$ cat config.mk
export PLATFORM = sky130hd
export DESIGN_NAME = uart_program_loader
export DESIGN_NICKNAME = d
export VERILOG_FILES = /design/src/rtl/uart_program_loader.sv
export SDC_FILE = /design/constraint.sdc
export NUM_CORES = 1
export LEC_CHECK = 0
export ABC_AREA = 1
export ABC_CLOCK_PERIOD_IN_PS = 5300
export CAP_MARGIN = 20
export CORE_MARGIN = 2
export CORE_UTILIZATION = 61
export CTS_CLUSTER_SIZE = 30
export DETAILED_ROUTE_END_ITERATION = 10
export PLACE_DENSITY_LB_ADDON = 0.25
export SETUP_SLACK_MARGIN = 0.4
export SLEW_MARGIN = 25
export SYNTH_ARGS = -nofsm -noshare
export SYNTH_HDL_FRONTEND = slang
export SYNTH_SLANG_ARGS = --single-unit
$ cat constraint.sdc
create_clock -name clk -period 5.3 [get_ports clk]
set_input_delay 1.06 -clock clk [delete_from_list [all_inputs] [get_ports clk]]
set_output_delay 1.06 -clock clk [all_outputs]
set_load 0.01 [all_outputs]
$ cat src/rtl/uart_program_loader.sv
// Serial boot loader: receives a length-prefixed 16-bit word image over 8N1 UART
// and writes it into BRAM port B while holding the CPU core stalled.
module uart_program_loader #(
    parameter int CLKS_PER_BIT = 434,
    parameter int MAX_WORDS    = 1024
) (
    input  logic        clk,
    input  logic        reset,
    input  logic        rx,
    input  logic        start_load,
    output logic [15:0] addr_b,
    output logic [15:0] data_b,
    output logic        we_b,
    output logic        cpu_hold,
    output logic        load_done,
    output logic        frame_err,
    output logic [15:0] word_count,
    output logic [1:0]  o_rx_state,
    output logic [2:0]  o_ld_state
);

    localparam logic [1:0] R_IDLE  = 2'd0;
    localparam logic [1:0] R_START = 2'd1;
    localparam logic [1:0] R_DATA  = 2'd2;
    localparam logic [1:0] R_STOP  = 2'd3;

    localparam logic [2:0] L_IDLE    = 3'd0;
    localparam logic [2:0] L_LEN_HI  = 3'd1;
    localparam logic [2:0] L_LEN_LO  = 3'd2;
    localparam logic [2:0] L_DATA_HI = 3'd3;
    localparam logic [2:0] L_DATA_LO = 3'd4;
    localparam logic [2:0] L_WRITE   = 3'd5;
    localparam logic [2:0] L_DONE    = 3'd6;
    localparam logic [2:0] L_ERR     = 3'd7;

    localparam logic [15:0] BIT_LAST  = 16'(CLKS_PER_BIT - 1);
    localparam logic [15:0] HALF_LAST = 16'(CLKS_PER_BIT / 2 - 1);
    localparam logic [15:0] MAX_LEN   = 16'(MAX_WORDS);

    logic        r_rx_meta;
    logic        r_rx_sync;
    logic [1:0]  r_rx_state;
    logic [15:0] r_clk_cnt;
    logic [2:0]  r_bit_idx;
    logic [7:0]  r_shift;
    logic        r_byte_valid;
    logic        r_rx_ferr;

    logic [2:0]  r_ld_state;
    logic [15:0] r_len;
    logic [15:0] r_addr;
    logic [15:0] r_data;
    logic        r_we;
    logic        r_hold;
    logic        r_done;
    logic        r_ferr;
    logic [15:0] r_wcount;

    logic        w_start_ok;
    logic        w_busy;
    logic [15:0] w_len_next;
    logic [15:0] w_wcount_next;

    // Idle-high reset value keeps the receiver from seeing a false start bit.
    always_ff @(posedge clk or negedge reset) begin
        if (!reset) begin
            r_rx_meta <= 1'b1;
            r_rx_sync <= 1'b1;
        end else begin
            r_rx_meta <= rx;
            r_rx_sync <= r_rx_meta;
        end
    end

    always_ff @(posedge clk or negedge reset) begin
        if (!reset) begin
            r_rx_state   <= R_IDLE;
            r_clk_cnt    <= '0;
            r_bit_idx    <= '0;
            r_shift      <= '0;
            r_byte_valid <= 1'b0;
            r_rx_ferr    <= 1'b0;
        end else begin
            r_byte_valid <= 1'b0;
            r_rx_ferr    <= 1'b0;
            case (r_rx_state)
                R_IDLE: begin
                    if (!r_rx_sync) begin
                        r_rx_state <= R_START;
                        r_clk_cnt  <= '0;
                        r_bit_idx  <= '0;
                    end
                end
                R_START: begin
                    if (r_clk_cnt == HALF_LAST) begin
                        r_clk_cnt  <= '0;
                        r_rx_state <= r_rx_sync ? R_IDLE : R_DATA;
                    end else begin
                        r_clk_cnt <= r_clk_cnt + 16'd1;
                    end
                end
                R_DATA: begin
                    if (r_clk_cnt == BIT_LAST) begin
                        r_clk_cnt <= '0;
                        r_shift   <= {r_rx_sync, r_shift[7:1]};
                        r_bit_idx <= r_bit_idx + 3'd1;
                        if (r_bit_idx == 3'd7) begin
                            r_rx_state <= R_STOP;
                        end
                    end else begin
                        r_clk_cnt <= r_clk_cnt + 16'd1;
                    end
                end
                R_STOP: begin
                    if (r_clk_cnt == BIT_LAST) begin
                        r_clk_cnt  <= '0;
                        r_rx_state <= R_IDLE;
                        if (r_rx_sync) begin
                            r_byte_valid <= 1'b1;
                        end else begin
                            r_rx_ferr <= 1'b1;
                        end
                    end else begin
                        r_clk_cnt <= r_clk_cnt + 16'd1;
                    end
                end
                default: r_rx_state <= R_IDLE;
            endcase
        end
    end

    assign w_start_ok    = start_load && ((r_ld_state == L_IDLE) || (r_ld_state == L_DONE) ||
                                          (r_ld_state == L_ERR));
    assign w_busy        = (r_ld_state != L_IDLE) && (r_ld_state != L_DONE) && (r_ld_state != L_ERR);
    assign w_len_next    = {r_len[15:8], r_shift};
    assign w_wcount_next = r_wcount + 16'd1;

    always_ff @(posedge clk or negedge reset) begin
        if (!reset) begin
            r_ld_state <= L_IDLE;
            r_len      <= '0;
            r_addr     <= '0;
            r_data     <= '0;
            r_we       <= 1'b0;
            r_hold     <= 1'b0;
            r_done     <= 1'b0;
            r_ferr     <= 1'b0;
            r_wcount   <= '0;
        end else begin
            r_we   <= 1'b0;
            r_done <= 1'b0;
            if (w_start_ok) begin
                r_ld_state <= L_LEN_HI;
                r_hold     <= 1'b1;
                r_wcount   <= '0;
                r_addr     <= '0;
                r_ferr     <= 1'b0;
            end else if (w_busy && r_rx_ferr) begin
                // A word already being written still counts before we give up.
                if (r_ld_state == L_WRITE) begin
                    r_wcount <= w_wcount_next;
                end
                r_ld_state <= L_ERR;
                r_ferr     <= 1'b1;
            end else begin
                case (r_ld_state)
                    L_LEN_HI: begin
                        if (r_byte_valid) begin
                            r_len[15:8] <= r_shift;
                            r_ld_state  <= L_LEN_LO;
                        end
                    end
                    L_LEN_LO: begin
                        if (r_byte_valid) begin
                            r_len <= w_len_next;
                            if (w_len_next == 16'd0) begin
                                r_ld_state <= L_DONE;
                                r_done     <= 1'b1;
                                r_hold     <= 1'b0;
                            end else if (w_len_next > MAX_LEN) begin
                                r_ld_state <= L_ERR;
                                r_ferr     <= 1'b1;
                            end else begin
                                r_ld_state <= L_DATA_HI;
                            end
                        end
                    end
                    L_DATA_HI: begin
                        if (r_byte_valid) begin
                            r_data[15:8] <= r_shift;
                            r_ld_state   <= L_DATA_LO;
                        end
                    end
                    L_DATA_LO: begin
                        if (r_byte_valid) begin
                            r_data[7:0] <= r_shift;
                            r_addr      <= r_wcount;
                            r_we        <= 1'b1;
                            r_ld_state  <= L_WRITE;
                        end
                    end
                    L_WRITE: begin
                        r_wcount <= w_wcount_next;
                        if (w_wcount_next == r_len) begin
                            r_ld_state <= L_DONE;
                            r_done     <= 1'b1;
                            r_hold     <= 1'b0;
                        end else begin
                            r_ld_state <= L_DATA_HI;
                        end
                    end
                    default: ;
                endcase
            end
        end
    end

    assign addr_b     = r_addr;
    assign data_b     = r_data;
    assign we_b       = r_we;
    assign cpu_hold   = r_hold;
    assign load_done  = r_done;
    assign frame_err  = r_ferr;
    assign word_count = r_wcount;
    assign o_rx_state = r_rx_state;
    assign o_ld_state = r_ld_state;

endmodule
==> reports/metrics.yaml, run 1 <==
run_status: "complete, no violations"
ctsHoldBuffers: 0
drive_gt1_frac: 0.07283
die_area_sq_mm: 0.009540
power_mw: 1.307
synth_cell_types: 38
power_density_mw_per_mm2: 210.3
cp_max_fo: 20
synth_area_sq_mm: 0.005353
io_pins: 61
antenna_found_initial: 0
post-route-util: 0.7229
grt_remaining_overflow: 0
grt_max_degree: 72
worstSetupStartpointType: "input port"
placed_area_sq_mm: 0.006031
io_buffers: 60
coreArea_sq_mm: 0.008593
synthArstFlopShare: 1.000
final_cell_area_sq_mm: 0.006212
grt_pass1_vias: 4686
yosysSeqAreaShare: 0.4867
cts_tree: "built"
tightestPinTransition_ns: 0.9581
hold_path_class: "reg2reg"
diodes: 0
grt_pass1_wl_um: 21850
start_util: 0.6229
wl_um: 13000
globalplace.congestion: 0.9647
drv_slew: 0
grt_use_total: 0.2838
synth_edf_count: 0
drtIter0Drc: 341
clock_sinks: 104
max-cap-violations: 0
synth_nets: 666
place_ws_ns: 1.745
dr.pass1.iters: 5
ys.flop_type: "dfrtp_1"
peakVddDrop_uv: 141.3
route.detailed.drc: 0
hold_viol_final: 0
synth_area_per_cell_sq_um: 8.184
setup_viol: 0
syn_inst: 654
vias: 4761
ys_seq_elements: 104
postCtsResizedCells: 0
ant_nets: 0
stdcell_count: 822
nets: 723
dp_cells: 808
maxSlewHeadroom: 0.3594
cts-root-buf: "clkbuf_8"
post-cts-setup-buffers: 0
grt_use_met3: 0.05324
hpwl_um: 9576
cellLeakagePower_nw: 3.095
clk_pin_slew_worst_paths_ns: 0.10
tns_ns: 0
die_y_um: 97.68
min_period_ns: 3.141
rows: 34
cp-end-kind: "flip-flop"
setup_slack_ns: 2.159
cts-buffers-inserted: 9
grt_util_met1: 0.3608
htree_levels: 3
required_ns: 5.53
rsz0062_at_grt: "false"
finalCritPeriodShare: 0.5927
fmax_ghz: 0.3183
clkLatencyLatePin_ns: 0.37
crit_arrival_ns: 3.37
wire_per_inst_um: 15.81
holdWs_ns: 0.3622
top_usage_layer: "met2"
grt_use_met2: 0.4790
critPathKind: "in2reg"
clk_path_buf_depth: 2
yosys_warnings: 0
synthToLayoutAreaGrowth_pct: 16.06
via_per_inst: 5.792
finClkSkew_ns: 0.01017
die_w_um: 97.68
cells in the final DEF (no fill, tap or decap), types with 2 or more instances in the layout:
cell type,Yosys,final
o21ai_1,2,2
a21oi_1,15,15
nor3_2,2,2
nand3_1,55,55
dfrtp_1,102,102
o32ai_1,3,3
xor2_1,11,11
o22ai_1,19,19
inv_6,0,2
clkdlybuf4s50_1,0,59
clkbuf_8,0,9
nor3_1,8,8
nor2_4,6,6
nand2_1,155,155
clkinv_2,0,2
nor4_1,5,5
nor2_1,36,36
dfstp_2,2,2
ha_1,8,8
nor2_2,8,8
and2_1,2,2
xnor2_1,3,3
buf_4,1,4
o21ai_0,70,70
inv_1,75,75
nand4_1,23,23
inv_2,5,5
nand3_2,2,2
nand2_2,5,5
nand3b_1,6,6
path summary, 6_finish.rpt:
kind / slack (ns) / endpoint / cells past startpoint / from
hold / removal: 0.36 / r_rx_sync$_DFF_PN1_ / 0 / r_rx_meta$_DFF_PN1_
min in group asynchronous: 0.79 / addr_b[5]$_DFFE_PN0P_ / 1 / reset
setup / recovery: 2.16 / data_b[13]$_DFFE_PN0P_ / 6 / start_load
hold reg to reg: 0.36 / r_rx_sync$_DFF_PN1_ / 0 / r_rx_meta$_DFF_PN1_
max in group asynchronous: 3.51 / r_rx_meta$_DFF_PN1_ / 2 / reset
setup reg to reg: 2.35 / data_b[13]$_DFFE_PN0P_ / 8 / o_ld_state[1]$_DFFE_PN0P_
per-layer routing:
metal / share of wire / vias up / routed length [um]
met5: 0 / - / 0
met4: 0.031 / 0 / 398
met3: 0.047 / 36 / 614
met2: 0.49 / 142 / 6414
met1: 0.43 / 2300 / 5568
li1: - / 2283 / -
cells by family after synthesis:
kind of cell               after synthesis  synth area share
DFF                                    104            0.4867
adders and majority gates                8           0.01870
xor gates and xnor gates                15           0.02712
AOI/OAI and AO/OA                      114            0.1164
and+or+nand+nor                        316            0.2805
buffers and inverters                   97           0.07060
worst max-delay path, cell delays in order:
cell and delay [ns]:
clkdlybuf4s50_1 0.46, nand4_1 0.75, nand2_1 0.38, inv_1 0.13, nand4_1 0.41, o21ai_0 0.17
registers in the layout (all words and copies together) (netlist names), 3 cells and up, named ones only:
name        flops
r_bit_idx       3
r_clk_cnt      16
r_len          16
o_ld_state      3
data_b         16
addr_b         16
word_count     16
r_shift         8
cells in the mapped netlist (2+ instances only):
cell type	n	share of area
nand2_1	155	0.11
dfrtp_1	102	0.48
inv_1	75	0.053
o21ai_0	70	0.065
nand3_1	55	0.051
nor2_1	36	0.025
nand4_1	23	0.027
o22ai_1	19	0.022
a21oi_1	15	0.014
xor2_1	11	0.018
buf_2	8	0.0075
ha_1	8	0.019
nor2_2	8	0.0094
nor3_1	8	0.0075
clkbuf_1	7	0.0049
nand3b_1	6	0.0084
nor2_4	6	0.013
inv_2	5	0.0035
nand2_2	5	0.0058
nor4_1	5	0.0058
o32ai_1	3	0.0049
xnor2_1	3	0.0049
and2_1	2	0.0023
dfstp_2	2	0.0098
nand3_2	2	0.0037
nor3_2	2	0.0037
o21ai_1	2	0.0019
report_power, final:
part           switching [mW]  total, mW  leakage, nW  internal, mW
clock network           0.278      0.494       0.0957         0.216
registers            0.000812      0.795         1.25         0.794
logic                  0.0154     0.0177         1.75       0.00224
total                   0.294       1.31         3.10          1.01
final cells by class:
type	instances	area, sq um
clock buffers	9	123.9
clock inverters	5	57.56
fillers	674	2381
inverters	80	300.3
multi-input cells	453	2370
flip-flops and latches	104	2605
well taps	108	135.1
repair buffers	63	620.6
(Power assumes the default switching activity.)
==> run 2: changes to the inputs <==
Settings changed: ABC_CLOCK_PERIOD_IN_PS 5300 to 2900, CORE_UTILIZATION 61 to 56.
Clock period 5.3 ns to 2.9 ns, I/O delays scaled along.
==> run 2 against run 1 <==
Compared with the run above: wire length down 2.5%; sequential cell count unchanged; via count down 1.9%; register-to-register slack worse by 1.7 ns; count of clock-buffer cells in the layout unchanged; final cell count up 3.4%; cell area up 1.9%; sequential power up 82%; worst setup slack worse by 1.5 ns; non-clock buffer count up 5; critical path type is now reg2reg.
==> reports/metrics.yaml, run 2 (synthesized netlist as in run 1, its figures left out) <==
comb_power_share: 0.014
ant_nets: 0
multi_input_area_sq_mm: 0.002372
cts_tree: "built"
rows: 35
p_int_mw: 1.885
clock_sinks: 104
critPathKind: "reg2reg"
die_area_sq_mm: 0.01036
r2r-start: "word_count[1]$_DFFE_PN0N_"
nFillCells: 746
setup_slack_ns: 0.6139
coreArea_sq_mm: 0.009240
final_cell_mix: "155 x nand2_1, 101 x dfrtp_1, 75 x inv_1"
grt_use_total: 0.2565
grt_max_degree: 63
min_period_ns: 2.286
drv_slew: 0
final_cell_area_sq_mm: 0.006330
clk_path_buf_depth: 2
cp-end-kind: "flip-flop"
via_per_inst: 5.495
clkPwrFrac: 0.399
final_common_cell: "nand2_1"
antenna_found_initial: 0
placed_area_sq_mm: 0.006100
peakVddDrop_uv: 292.3
clkLatencyLatePin_ns: 0.37
globalplace.congestion: 0.9482
io_pins: 61
cp_max_fo: 5
hpwl_um: 9379
crit_arrival_ns: 2.54
die_y_um: 101.8
worstSetupStartpointType: "flip-flop"
rsz0062_at_grt: "false"
reg2reg_slack_ns: 0.61
drtIter0Drc: 252
run_status: "complete, no violations"
regArea_sq_mm: 0.002606
tightestPinTransition_ns: 0.5925
cts-buffers-inserted: 9
power_density_mw_per_mm2: 391.5
reg2regPathDepth: 16
required_ns: 3.15
diodes: 0
die_w_um: 101.8
nets: 728
route.detailed.drc: 0
finalCritPeriodShare: 0.7883
place_ws_ns: 0.2910
drive_gt1_frac: 0.08460
max-cap-violations: 0
grt_remaining_overflow: 0
tns_ns: 0
synthToLayoutAreaGrowth_pct: 18.26
cts-root-buf: "clkbuf_8"
finClkSkew_ns: 0.01920
fmax_ghz: 0.4374
clk_pin_slew_worst_paths_ns: 0.12
wire_per_inst_um: 14.91
start_util: 0.5793
htree_levels: 3
grt_pass1_vias: 4356
switching_share: 0.2395
p_sw_mw: 0.5935
hold_viol_final: 0
grt_pass1_wl_um: 20930
vias: 4671
cp-startpoint: "word_count[1]$_DFFE_PN0N_"
cellLeakagePower_nw: 3.136
setup_viol: 0
wl_um: 12680
dr.pass1.iters: 5
hold_path_class: "in2async"
maxSlewHeadroom: 0.6038
p_seq_frac: 0.586
r2r-end: "o_ld_state[0]$_DFFE_PN0P_"
io_buffers: 60
-- run 2: worst max path at each step --
stage,end,slack [ns]
floorplan,o_ld_state[0]$_DFFE_PN0P_,0.94
global placement,data_b[12]$_DFFE_PN0P_,0.39
detailed placement,data_b[9]$_DFFE_PN0P_,0.29
CTS,data_b[9]$_DFFE_PN0P_,0.44
global route,flip-flop,0.44
finish,o_ld_state[0]$_DFFE_PN0P_,0.61
-- run 2: timing repair --
action	4_1_cts	5_1_grt
setup buffers	0	1
resized for setup	0	2
hold buffers	0	0
setup endpoints to repair	0	11
-- run 2: critical path, stage by stage (launching register included) --
cell      delay, ns
dfrtp_1        0.44
ha_2           0.29
nand2_2        0.08
nor2_4         0.17
nand2_2        0.10
inv_2          0.07
nand2_1        0.06
nand3b_1       0.16
nand2_1        0.08
nor2_1         0.14
nand2_1        0.09
nor2_2         0.13
nand2_1        0.06
nand2_1        0.08
nand3b_1       0.08
nand3_1        0.08
nand2_1        0.06
-- run 2: cell type report --
class,count,share of cell area
clock buffers,9,0.01957
clock inverters,7,0.01502
inverters,80,0.04744
multi-input cells,453,0.3748
flip-flops and latches,104,0.4117
well taps,129,0.02550
repair buffers,68,0.1059
-- run 2: through the flow --
step	util	std cells	power, mW	hold WS (ns)
after floorplan	-	654	1.482	0.2844
after global placement	0.6601	833	1.518	0.3498
after detailed placement	0.6601	833	1.519	0.3503
after CTS	0.6838	849	2.496	0.06532
after global routing	0.6850	850	2.554	0.06798
final	0.6850	850	2.478	0.06787
-- run 2: power groups by stage --
stage | combinational [mW] | sequential (mW) | clock (mW)
6_report | 0.0355 | 1.45 | 0.989
5_1_grt | 0.0424 | 1.45 | 1.06
4_1_cts | 0.0381 | 1.45 | 1.00
3_5_place_dp | 0.0381 | 1.48 | 0
3_3_place_gp | 0.0371 | 1.48 | 0
2_1_floorplan | 0.000481 | 1.48 | 0
-- run 2: per-layer routing --
metal	wire length, um	part of all wire	vias to the layer above	track usage
li1	-	-	2301	-
met1	5739	0.45	2224	0.3467
met2	6171	0.49	122	0.4195
met3	452	0.036	24	0.02968
met4	314	0.025	0	0.1102
met5	0	0	-	0
